==> src/rtl/reg_piso_tx.sv <==
// Parallel-in serial-out transmitter: captures a word on ld and
// shifts it out MSB-first, one bit per accepted ser_valid/ser_ack.
module reg_piso_tx #(
   parameter int n = 8
) (
   input  logic         clk,
   input  logic         clr,
   input  logic [n-1:0] data_in,
   input  logic         ld,
   input  logic         ser_ack,
   output logic         rdy,
   output logic         ser_out,
   output logic         ser_valid,
   output logic         done
);

   localparam int CW = (n > 1) ? $clog2(n) : 1;

   typedef enum logic [1:0] {
      IDLE,
      SHIFT,
      DONE
   } state_t;

   state_t        state, state_nx;
   logic [n-1:0]  shreg, shreg_nx;
   logic [CW-1:0] cnt, cnt_nx;

   always_ff @(posedge clk) begin
      if (clr) begin
         state <= IDLE;
         shreg <= '0;
         cnt   <= '0;
      end else begin
         state <= state_nx;
         shreg <= shreg_nx;
         cnt   <= cnt_nx;
      end
   end

   always_comb begin
      state_nx = state;
      shreg_nx = shreg;
      cnt_nx   = cnt;
      unique case (state)
         IDLE: begin
            if (ld) begin
               shreg_nx = data_in;
               cnt_nx   = CW'(n - 1);
               state_nx = SHIFT;
            end
         end
         SHIFT: begin
            if (ser_ack) begin
               shreg_nx = {shreg[n-2:0], 1'b0};
               if (cnt != '0) cnt_nx = cnt - 1'b1;
               else           state_nx = DONE;
            end
         end
         DONE:    state_nx = IDLE;
         default: state_nx = IDLE;
      endcase
   end

   // Moore outputs; ser_out is gated so it reads 0 outside SHIFT
   assign rdy       = (state == IDLE);
   assign ser_valid = (state == SHIFT);
   assign ser_out   = ser_valid & shreg[n-1];
   assign done      = (state == DONE);

endmodule
==> config.mk <==
export PLATFORM = sky130hd
export DESIGN_NAME = reg_piso_tx
export DESIGN_NICKNAME = d
export VERILOG_FILES = /design/src/rtl/reg_piso_tx.sv
export SDC_FILE = /design/constraint.sdc
export NUM_CORES = 1
export LEC_CHECK = 0
export BUFFER_PORTS_ARGS = -buffer_cell sky130_fd_sc_hd__buf_4
export CORE_MARGIN = 2
export CORE_UTILIZATION = 45
export DETAILED_ROUTE_END_ITERATION = 16
export PLACE_DENSITY = 0.81
export SKIP_CTS_REPAIR_TIMING = 1
export SLEW_MARGIN = 30
export SYNTH_ARGS = -nofsm -noshare
export SYNTH_HDL_FRONTEND = slang
export SYNTH_SLANG_ARGS = --single-unit
==> constraint.sdc <==
create_clock -name clk -period 1.2 [get_ports clk]
set_input_delay 0.06 -clock clk [delete_from_list [all_inputs] [get_ports clk]]
set_output_delay 0.06 -clock clk [all_outputs]
set_load 0.02 [all_outputs]
==> reports/metrics.cfg <==
[global_route]
grt_pass1_vias=625
grt-ovfl-total=0
grt_max_degree=15
grt_pass1_wl_um=2550
grt_use_total=0.185
antenna_found_initial=0

[layout]
drive_gt1_frac=0.526
n_antenna_cell=0
syn_to_final_growth_pct=34.1
multi_input_area_um2=413
fin_nets=112
ff_latch_area_um2=268
finalInstanceArea_um2=945
fillCellCount=136

[die]
core_area_mm2=0.00149
start_util=0.473
rows=14
die_h_um=43.6
die-area_mm2=0.00190
die_w_um=43.6
ioPinCount=16

[min_path]
min_path_type=in -> reg

[synth]
yosysSeqAreaShare=0.369
synth_cell_types=31
ys_ff_latch=13
yosysTopAreaCellShare=0.369
synthTopCellsByCount=dfxtp_1 (13), inv_1 (10), a21oi_1 (9)
synth_edf_count=0
syn-num-nets=88
yosys.area_share.simple=0.174
synth_warnings=0
synth_top_family_by_area=compound AO/OA/AOI/OAI gates
synth_mux_area_frac=0.0142
synthAdderAreaFrac=0.0355
synth_most_common_cell=dfxtp_1
netlist_instances=74
synth_area_leader_cell=dfxtp_1
netlist_area_um2=704
ys_async_sr_fraction=0
synth_compound_area_frac=0.306
synth_xor_area_frac=0
synth_ff_type=dfxtp_1
synth_area_per_cell_um2=9.52
synthTopCellsByArea=dfxtp_1 (37%), o221a_2 (11%), a21oi_1 (6.4%)

[clocking]
cts_sinks=13
clockBufferDepth=2
cts.htree.levels=1
clk_pin_slew_worst_paths_ns=0.08
cts_tree=built
cts_buffers=3
insertion_delay_ns=0.28
cts-root-buf=clkbuf_4

[power_and_ir_drop]
ir_drop_mv=0.852
total_power_uw=1240
swShare=0.318
p_sw_uw=395
clkPwrFrac=0.223
p_int_uw=847
powerDensity_mw_per_mm2=1310
combPwrFrac=0.346
p_leak_uw=0.000415
p_seq_frac=0.431

[setup_path]
crit_arrival_ns=1.20
crit_required_ns=1.14
end_kind=primary output
critical_path_class=reg -> out
cp_common_cell=buf_6
path_max_fanout=6
path_cells=buf_6 -> and2b_4 -> and2_4 -> buf_6
critical_path.max_stage_delay_ns=0.37
startpoint_type=flop
cp_top_family=flip-flops
critPathSlowestCell=dfxtp_4
crit_buf_inv=2

[placed_design]
portBuffers=15
place_area_um2=856
globalplace.congestion=0.820
dp_hpwl_um=1140

[sta]
tightestPinTransition_ns=0.279
rsz0062_at_grt=true
final.setup.tns_ns=-0.0573
fin_crit_sh=1.05
slew_headroom=0.809
final-hold-violation-count=0
fin_crit_ns=1.26
setup_viol=1
fmax_mhz=795
finalClockSkew_ns=0.00199
finalMaxSlewViolations=0
fin_ws_ns=-0.0573

[run]
cap_violations=0

[routing]
wl_um=1630
drtIter0Drc=8
drt_first_pass_iters=4
wl_per_cell_um=14.4
postRouteAntennaNets=0
viasPerCell=5.69
vias=643
drc=0

[status]
outcome=complete, but fails checks
violations=negative setup slack

[layer usage]
layer / global-route usage / up-vias / wire [um]
met5: 0 / - / 0
met4: 0.127 / 0 / 33
met3: 0.0375 / 6 / 64
met2: 0.294 / 14 / 865
met1: 0.222 / 309 / 661
li1: - / 314 / -
[logic make-up (layout without fill, tap and decap cells)]
group | after synthesis | count (layout)
adder cells (fa/ha/maj) | 2 | 2
multiplexers | 1 | 1
flip-flops | 13 | 13
AO/OA/AOI/OAI | 27 | 27
buffers and inverters | 14 | 37
AND/OR/NAND/NOR | 17 | 17
[through the flow]
stage	setup WS [ns]	instances	utilization	hold WS, ns
2_1_floorplan	0.0214	74	-	0.138
3_3_place_gp	-0.0236	108	0.575	0.338
3_5_place_dp	-0.0652	108	0.575	0.341
4_1_cts	-0.178	112	0.592	0.0488
5_1_grt	-0.0975	113	0.634	0.0409
6_report	-0.0573	113	0.634	0.0481
[placed cells by master (no fill, tap or decap), drive strengths merged]
cell type and instances:
nor2b 3, a311o 1, nand2b 1, a2111oi 1, or3 1, nor2 3, buf 23, o221a 7
a21oi 9, and3b 2, clkbuf 4, a211oi 1, a31oi 2, dfxtp 13, a21o 1, mux2i 1
o21a 1, and2b 1, and4b 1, ha 2, o21bai 1, o21ai 2, a311oi 1, and3 1
and2 1, nor3b 1, nand2 2, inv 10
[registers in the layout (all words and copies together) (netlist names)]
| name | cells |
|---|---|
| cnt | 3 |
| shreg | 8 |
| state | 2 |
[worst reg2reg max path, delay by kind of cell, from the launching register on]
| family | cells | cell delay [ns] |
|---|---|---|
| buf+inv | 1 | 0.05 |
| fa+ha+maj | 1 | 0.18 |
| compound gates | 2 | 0.33 |
| simple gates | 1 | 0.19 |
| flops | 1 | 0.34 |
[worst paths after layout]
| check | from | to | slack [ns] | cells past startpoint |
|---|---|---|---|---|
| setup / recovery | state[0]$_SDFFE_PP0P_ | ser_out | -0.06 | 4 |
| hold / removal | clr | state[0]$_SDFFE_PP0P_ | 0.05 | 2 |
| setup reg to reg | cnt[0]$_SDFFE_PP0P_ | cnt[2]$_SDFFE_PP0P_ | 0.04 | 5 |
| hold reg to reg | cnt[0]$_SDFFE_PP0P_ | cnt[0]$_SDFFE_PP0P_ | 0.52 | 2 |
[cell type report]
type                            count  share of cell area
Clock buffer                        4              0.0278
Inverter                           10              0.0397
Multi-Input combinational cell     47               0.437
Sequential cell                    13               0.283
Tap cell                           16              0.0212
Timing Repair Buffer               23               0.191
[power by group through the flow]
stage	Sequential (uW)	Clock, uW	Combinational (uW)
after floorplan	520	0	254
after global placement	534	0	352
after detailed placement	535	0	368
after CTS	526	281	370
after global routing	543	308	474
final	535	277	430
No activity file was read; power rests on OpenSTA's default activity.
